$ cat config.mk
export PLATFORM = sky130hd
export DESIGN_NAME = layer_in
export DESIGN_NICKNAME = d
export VERILOG_FILES = /design/src/rtl/layer_in.sv
export SDC_FILE = /design/constraint.sdc
export NUM_CORES = 1
export LEC_CHECK = 0
export CAP_MARGIN = 20
export CORE_ASPECT_RATIO = 0.5
export CORE_MARGIN = 3
export CORE_UTILIZATION = 50
export CTS_CLUSTER_SIZE = 30
export DETAILED_ROUTE_END_ITERATION = 16
export PLACE_DENSITY = 0.8
export SYNTH_ARGS = -nofsm -noshare
export SYNTH_HDL_FRONTEND = slang
export SYNTH_SLANG_ARGS = --single-unit
$ cat constraint.sdc
create_clock -name clk_in -period 3.55 [get_ports clk_in]
set_input_delay 0.71 -clock clk_in [delete_from_list [all_inputs] [get_ports clk_in]]
set_output_delay 0.71 -clock clk_in [all_outputs]
set_load 0.05 [all_outputs]
$ cat src/rtl/layer_in.sv
// Frame loader: byte stream to per-layer frame buffer write strobes.
// Define LAYER_IN_RGBW_EN for four channels (G, R, B, W) per pixel.
module layer_in #(
    parameter int LAYER_NUM = 8,
    parameter int PIXEL_NUM = 64
) (
    input  logic                 clk_in,
    input  logic                 rst_n_in,
    input  logic                 frame_start_in,
    input  logic                 byte_rdy_in,
    input  logic [7:0]           byte_data_in,
    output logic [LAYER_NUM-1:0] layer_en_out,
    output logic [5:0]           wr_addr_out,
    output logic [3:0]           byte_en_out,
    output logic [7:0]           byte_data_out,
    output logic                 frame_rdy_out,
    output logic                 frame_ovf_out
);

`ifdef LAYER_IN_RGBW_EN
    localparam int CH = 4;
`else
    localparam int CH = 3;
`endif

    localparam int LW = (LAYER_NUM > 1) ? $clog2(LAYER_NUM) : 1;

    localparam logic [1:0]    CH_LAST  = 2'(CH - 1);
    localparam logic [5:0]    PIX_LAST = 6'(PIXEL_NUM - 1);
    localparam logic [LW-1:0] LAY_LAST = LW'(LAYER_NUM - 1);

    typedef enum logic [1:0] {
        IDLE,
        LOAD,
        DONE
    } state_t;

    state_t r_state;
    state_t w_state_nxt;

    logic [1:0]    r_ch;
    logic [5:0]    r_pix;
    logic [LW-1:0] r_lay;

    logic [1:0]    w_ch_cur;
    logic [5:0]    w_pix_cur;
    logic [LW-1:0] w_lay_cur;

    logic [1:0]    w_ch_nxt;
    logic [5:0]    w_pix_nxt;
    logic [LW-1:0] w_lay_nxt;

    logic                 w_accept;
    logic                 w_last;
    logic                 w_ovf_set;
    logic [LAYER_NUM-1:0] w_lay_oh;
    logic [3:0]           w_ben;

    // A start pulse zeroes the position seen by a coincident byte,
    // so that byte lands as byte 0 of the new frame.
    always_comb begin
        w_ch_cur  = r_ch;
        w_pix_cur = r_pix;
        w_lay_cur = r_lay;
        if (frame_start_in) begin
            w_ch_cur  = '0;
            w_pix_cur = '0;
            w_lay_cur = '0;
        end
    end

    always_comb begin
        w_accept  = byte_rdy_in &&
                    (frame_start_in || (r_state == LOAD));
        w_last    = w_accept &&
                    (w_ch_cur == CH_LAST) &&
                    (w_pix_cur == PIX_LAST) &&
                    (w_lay_cur == LAY_LAST);
        w_ovf_set = byte_rdy_in && !frame_start_in &&
                    (r_state == DONE);
    end

    always_comb begin
        w_ch_nxt  = w_ch_cur;
        w_pix_nxt = w_pix_cur;
        w_lay_nxt = w_lay_cur;
        if (w_accept) begin
            if (w_ch_cur == CH_LAST) begin
                w_ch_nxt = '0;
                if (w_pix_cur == PIX_LAST) begin
                    w_pix_nxt = '0;
                    if (w_lay_cur == LAY_LAST) begin
                        w_lay_nxt = '0;
                    end else begin
                        w_lay_nxt = w_lay_cur + 1'b1;
                    end
                end else begin
                    w_pix_nxt = w_pix_cur + 1'b1;
                end
            end else begin
                w_ch_nxt = w_ch_cur + 1'b1;
            end
        end
    end

    always_comb begin
        w_state_nxt = r_state;
        unique case (r_state)
            IDLE: begin
                if (frame_start_in) w_state_nxt = LOAD;
            end
            LOAD: begin
                if (w_last) w_state_nxt = DONE;
            end
            DONE: begin
                if (frame_start_in) w_state_nxt = LOAD;
            end
            default: w_state_nxt = IDLE;
        endcase
        // Single-byte frames can complete on the start cycle itself.
        if (w_last) w_state_nxt = DONE;
    end

    always_comb begin
        w_lay_oh = '0;
        for (int i = 0; i < LAYER_NUM; i++) begin
            w_lay_oh[i] = (w_lay_cur == LW'(i));
        end
        w_ben = 4'b0001 << w_ch_cur;
`ifndef LAYER_IN_RGBW_EN
        w_ben[3] = 1'b0;
`endif
    end

    always_ff @(posedge clk_in or negedge rst_n_in) begin
        if (!rst_n_in) begin
            r_state <= IDLE;
            r_ch    <= '0;
            r_pix   <= '0;
            r_lay   <= '0;
        end else begin
            r_state <= w_state_nxt;
            r_ch    <= w_ch_nxt;
            r_pix   <= w_pix_nxt;
            r_lay   <= w_lay_nxt;
        end
    end

    // Address and data hold between writes; only the enables drop.
    always_ff @(posedge clk_in or negedge rst_n_in) begin
        if (!rst_n_in) begin
            layer_en_out  <= '0;
            wr_addr_out   <= '0;
            byte_en_out   <= '0;
            byte_data_out <= '0;
            frame_rdy_out <= 1'b0;
            frame_ovf_out <= 1'b0;
        end else begin
            layer_en_out  <= w_accept ? w_lay_oh : '0;
            byte_en_out   <= w_accept ? w_ben : 4'b0000;
            frame_rdy_out <= w_last;
            if (w_accept) begin
                wr_addr_out   <= w_pix_cur;
                byte_data_out <= byte_data_in;
            end
            if (frame_start_in) begin
                frame_ovf_out <= 1'b0;
            end else if (w_ovf_set) begin
                frame_ovf_out <= 1'b1;
            end
        end
    end

endmodule

==> run metrics, run 1 <==
row cnt 14; Simple-Gate Fraction of Synth Area 25.68%; Mean Syn Cell Area 10.96 sq um; Die Width 89.77 um; Least-Margin Pin Slew 0.8603 ns; sequential-to-total area share from yosys stat 57.06%; PostCTS Resize Cnt 0; first-pass GRT wire length about 5300 um; critical-path cell list clkdlybuf4s50_1, nor2b_1, ha_1, nand2_1, or2_1, nor2_4, mux2_1; Clock Sinks 40; WS Path Type in2reg; CTS tree built; Startpoint Class input port; Post-Synthesis Cells 160; Leak 1.114 nW; 1st-pass router iterations 4; post-synth top area share 57.06%; Initial Util 55.33%; Max Clock Skew 0.007923 ns; CP top delay family simple AND/OR/NAND/NOR gates; wire length per cell between 10 and 15 um; total of warnings raised by yosys 0; crit path time final between 2 and 3 ns; Final ANT Viol Nets 0; CP Capture Type register; H-tree depth 2; clock network fraction of design power 40.2%; MaxCap Viol Count 0; Clock Latency Late Sink between 0.2 and 0.3 ns; initial antenna violation count 0; Synth area leaders dfrtp_1 57%, nand2_1 8.8%, ha_1 5.0%; Die H 47.89 um; multiplexer share of the synthesized area 2.496%; Commonest cells post-synth 41 x nand2_1, 40 x dfrtp_1, 7 x ha_1; FFs w/ async S/R, synth 100.0%; share of layout cells above drive strength 1 10.40%; Vias 1,225; hold_buf cts 0; commonest register cell after synthesis dfrtp_1; number of synthesized flops with an enable pin 0; Final Hold Fails 0; routability cong. 0.8511; crit share post-route 73.26%; num ports 40; DRC viols 0; main combinational cell family by area after synthesis simple AND/OR/NAND/NOR gates; vias in the first global route 1,113; crit path max fanout 13; syn_nets approximately 180; Reg clk slew, reported paths roughly 0.08 ns; Crit path largest cell delay roughly 0.61 ns; Req. time, crit path 3.72 ns; Combinational Power Share 12.0%; n_diodes 0; RSZ-0062 raised after global routing false; internal reg-to-reg setup slack 1.65 ns; synthesized flop and latch total 40; core area 3171 sq um; max frequency 384.5 MHz; count leader, synth nand2_1; Buf/Inv on CP 1; Yosys top cell by area dfrtp_1; IR Drop Worst-Case VDD 0.3544 mV; Net count, final between 200 and 250; buffers added on ports 38; max-slew violation count 0; Sw Ratio 24.07%; Total GRT Usage between 10% and 20%; number of DRC markers in iteration 0 27; PnR Total Power 0.9977 mW; vias per inst 4.900; status finished, final reports clean; worst hold path type reg2reg; die area 4298 sq um; Slowest-stage cell, CP clkdlybuf4s50_1; total gr overflow 0; CP arrival 2.77 ns; pin count of the biggest net entering global routing 41; cell area after synthesis around 1800 sq um; final setup violation count 0; Net Sw Power 0.2402 mW; total wire length ~3400 um; Post-CTS Setup Inserts 0; design internal power roughly 0.76 mW; XOR/XNOR Fraction of Synth Area 1.498%; Worst slew margin 42.65%; TritonCTS Buffers 5; Layout Area Growth over Synthesis 31.03%; Clock Root Buffer clkbuf_8; pwr dens 434.1 nW/um^2; TNS Setup 0 ns; Flop pwr share 47.8%; Synth Area in Compound Gates approximately 5.3%; Max clock buf depth 2; adder-cell share of the synthesized area 4.993%; post-DP HPWL 2391 um; distinct cell type count after synthesis 38
-- layout by cell type, fill, tap and decap left out, types with 2 or more instances in the layout --
cell type,synthesis,routed
nand3_1,3,3
dfrtp_1,40,40
o21a_1,2,2
mux2_2,2,2
nand2_1,41,41
xnor2_1,3,3
nor2b_1,5,5
ha_1,7,7
a21oi_1,3,3
nor2_4,2,2
nor2_1,4,4
and3_1,6,6
clkdlybuf4s50_1,0,37
o21ai_0,3,3
clkbuf_8,0,7
buf_4,1,2
nand2b_1,6,6
and2_1,2,2
nor3_1,2,2
inv_1,4,4
-- kinds of logic (layout without fill, tap and decap cells) --
| logic type | after synthesis | in the layout |
|---|---|---|
| other | 1 | 1 |
| and+or+nand+nor | 81 | 81 |
| DFF | 40 | 40 |
| adders and majority gates | 7 | 7 |
| AOI/OAI and AO/OA | 14 | 14 |
| muxes | 4 | 4 |
| buffers and inverters | 10 | 52 |
| xor gates and xnor gates | 3 | 3 |
-- power groups by stage --
stage	Sequential, mW	Combinational [mW]	Clock (mW)
after floorplan	0.525	0.0309	0
after global placement	0.485	0.118	0
after detailed placement	0.486	0.120	0
after CTS	0.477	0.121	0.407
after global routing	0.478	0.128	0.422
final	0.477	0.119	0.401
-- worst register-to-register path: stages (launching register included) --
cell,delay (ns)
dfrtp_1,0.39
nor2b_1,0.30
ha_1,0.30
nand2_1,0.08
or2_1,0.26
nor2_4,0.13
mux2_1,0.34
-- final timing paths --
| check | startpoint | to | cells after the start |
|---|---|---|---|
| setup / recovery | frame_start_in | r_lay[1] | 7 |
| hold / removal | byte_data_out[3] | byte_data_out[3] | 2 |
| setup reg to reg | r_pix[1] | r_lay[1] | 6 |
| hold reg to reg | byte_data_out[3] | byte_data_out[3] | 2 |
| max in group asynchronous | rst_n_in | r_ch[1] | 1 |
| min in group asynchronous | rst_n_in | byte_data_out[4] | 1 |
-- per-stage QoR --
step                      instances  util [%]  hold slack (ns)  setup slack [ns]  instance area (sq um)
after CTS                       250     72.49           0.4787            0.9660                   2298
after global routing            250     72.49           0.5022            0.8241                   2298
after floorplan                 160         -           0.4144             1.378                   1754
after global placement          242     68.51           0.4488            0.7920                   2172
final                           250     72.49           0.4743            0.9491                   2298
after detailed placement        242     68.51           0.4577            0.6783                   2172
-- registers in the layout (all words and copies together), names as in the netlist --
| register | count |
|---|---|
| byte_data_out | 8 |
| r_state | 2 |
| frame_ovf_out | 1 |
| r_lay | 3 |
| wr_addr_out | 6 |
| r_ch | 2 |
| layer_en_out | 8 |
| r_pix | 6 |
| frame_rdy_out | 1 |
| byte_en_out | 3 |
-- area by class of cell --
class / count / area (sq um)
Tap cell: 48 / 60.06
Timing Repair Buffer: 40 / 390.4
Sequential cell: 40 / 1001
Multi-Input combinational cell: 110 / 705.7
Fill cell: 222 / 872.1
Clock inverter: 1 / 30.03
Inverter: 4 / 15.01
Clock buffer: 7 / 96.34
-- metal layers --
metal	global-route usage (%)	vias to the layer above	part of all wire [%]	routed length [um]
met2	27.68	47	47	1577
met1	20.12	564	46	1538
li1	-	606	-	-
met5	0	-	0	0
met3	5.181	8	5.7	192
met4	7.622	0	1.7	57
Note: power is estimated with default switching activity, not from simulation.
==> run 2, diff against run 1 <==
- CORE_UTILIZATION: 50 -> 44
- PLACE_DENSITY: 0.8 -> 0.74
- clock period: 3.55 -> 2.3 ns (I/O delays scaled with it)
==> run metrics, run 2 (synthesis gave the netlist of run 1 again) <==
Placed Instances 253; MaxCap Viol Count 0; Die H 50.65 um; Final Hold Fails 0; core area between 3000 and 4000 sq um; row cnt 15; post-DP HPWL 2498 um; Final ANT Viol Nets 0; PostCTS Resize Cnt 0; pwr dens 603.4 nW/um^2; biggest registers after layout byte_data_out x8, layer_en_out x8; Metal-1 WL between 1500 and 2000 um; 1st-pass router iterations 4; critical-path cell list clkdlybuf4s50_1, nand2b_1, inv_1, ha_1, ha_1, nand2_1, nor4_4, o21ba_1; FILL cells 276; Max clock buf depth 2; fin area 2330 sq um; Layout Area Growth over Synthesis 32.81%; TritonCTS Buffers 5; Critical R2R Launch r_pix[0]; number of DRC markers in iteration 0 35; first-pass GRT wire length roughly 5800 um; IR Drop Worst-Case VDD 0.3062 mV; worst hold path type in2async; wire length per cell 13.20 um; share of layout cells above drive strength 1 13.33%; Final Non-Filler Cells 261; Placement Cell Area 2236 sq um; reg2reg path depth 6; crit share post-route 86.98%; Least-Margin Pin Slew 0.8880 ns; max-slew violation count 0; hold_ws 0.2884 ns; Crit path largest cell delay 0.53 ns; reg2reg end r_lay[1]; Leak around 1.1 nW; hold_buf cts 0; routability cong. about 0.85; total wire length 3446 um; Total GRT Usage 15.90%; metal2 WL 1605 um; Clock Sinks 40; final setup violation count 0; most common cell after layout, fill and taps aside nand2_1; die area 4826 sq um; TNS Setup 0 ns; WS Path Type in2reg; Max Used Layer met4; Worst path most repeated cell ha_1; CP startpoint frame_start_in; Setup crit end r_state[1]; num ports 40; Net count, final 228; initial antenna violation count 0; Max Clock Skew 0.005901 ns; DRC viols 0; vias per inst 4.816; Startpoint Class input port; pin count of the biggest net entering global routing 41; crit path time final 2.001 ns; total gr overflow 0; CP Capture Type register; status finished, final reports clean; crit path max fanout 6; H-tree depth 2; n_diodes 0; internal reg-to-reg setup slack 0.66 ns; Worst slew margin 40.80%; wire length on met3 172 um; Reg clk slew, reported paths 0.08 ns; Clock Root Buffer clkbuf_8; Clock Latency Late Sink 0.29 ns; CTS tree built; max frequency 499.8 MHz; vias in the first global route 1,276; Vias 1,257; Post-CTS Setup Inserts 0; buffers added on ports 38; most frequent cells in the layout 41 x nand2_1, 40 x dfrtp_1, 37 x clkdlybuf4s50_1, 10 x buf_4, 7 x ha_1; PnR Total Power 1.406 mW; Slowest-stage cell, CP clkdlybuf4s50_1; CP arrival 2.23 ns; Die Width about 95 um; Initial Util roughly half; Req. time, crit path 2.53 ns; RSZ-0062 raised after global routing false
==> run 2: power by group <==
part | total (mW) | internal, mW | switching [mW]
clock | 0.482 | 0.244 | 0.238
combinational | 0.187 | 0.0656 | 0.122
sequential | 0.736 | 0.723 | 0.0131
==> run 2: critical path: cells and delay by family <==
kind	cells	cell delay, ns
AOI/OAI and AO/OA	1	0.18
adders and majority gates	2	0.38
buffers and inverters	2	0.64
and+or+nand+nor	3	0.57
==> run 2: metrics by stage <==
stage	setup WS (ns)	util [%]
final	0.2994	64.32
after global routing	0.1927	64.32
after CTS	0.2833	64.32
after detailed placement	0.004952	61.73
after global placement	0.1218	61.73
after floorplan	0.3779	-
==> run 2: layer usage <==
| metal | vias up | global-route usage (%) |
|---|---|---|
| li1 | 622 | - |
| met5 | - | 0 |
| met2 | 31 | 25.84 |
| met3 | 6 | 5.090 |
| met1 | 598 | 19.75 |
| met4 | 0 | 6.220 |
==> run 2: layout make-up <==
cell class	instances	area, sq um	share of cell area, %
clock buffer	7	86.33	3.706
timing repair buffer	48	450.4	19.33
multi-input combinational	110	705.7	30.29
clock inverter	1	7.507	0.3222
sequential	40	1001	42.96
tap	51	63.81	2.739
inverter	4	15.01	0.6445
==> run 2: worst min path at each step <==
stage / start / to / slack [ns] / cells past startpoint
after floorplan: rst_n_in / byte_data_out[0] / 0.16 / 0
after global placement: r_state[1] / r_state[0] / 0.45 / 1
after detailed placement: r_state[1] / r_state[0] / 0.45 / 1
after CTS: rst_n_in / byte_data_out[0] / 0.32 / 1
after global routing: rst_n_in / r_pix[4] / 0.35 / 1
final: rst_n_in / byte_data_out[4] / 0.29 / 1
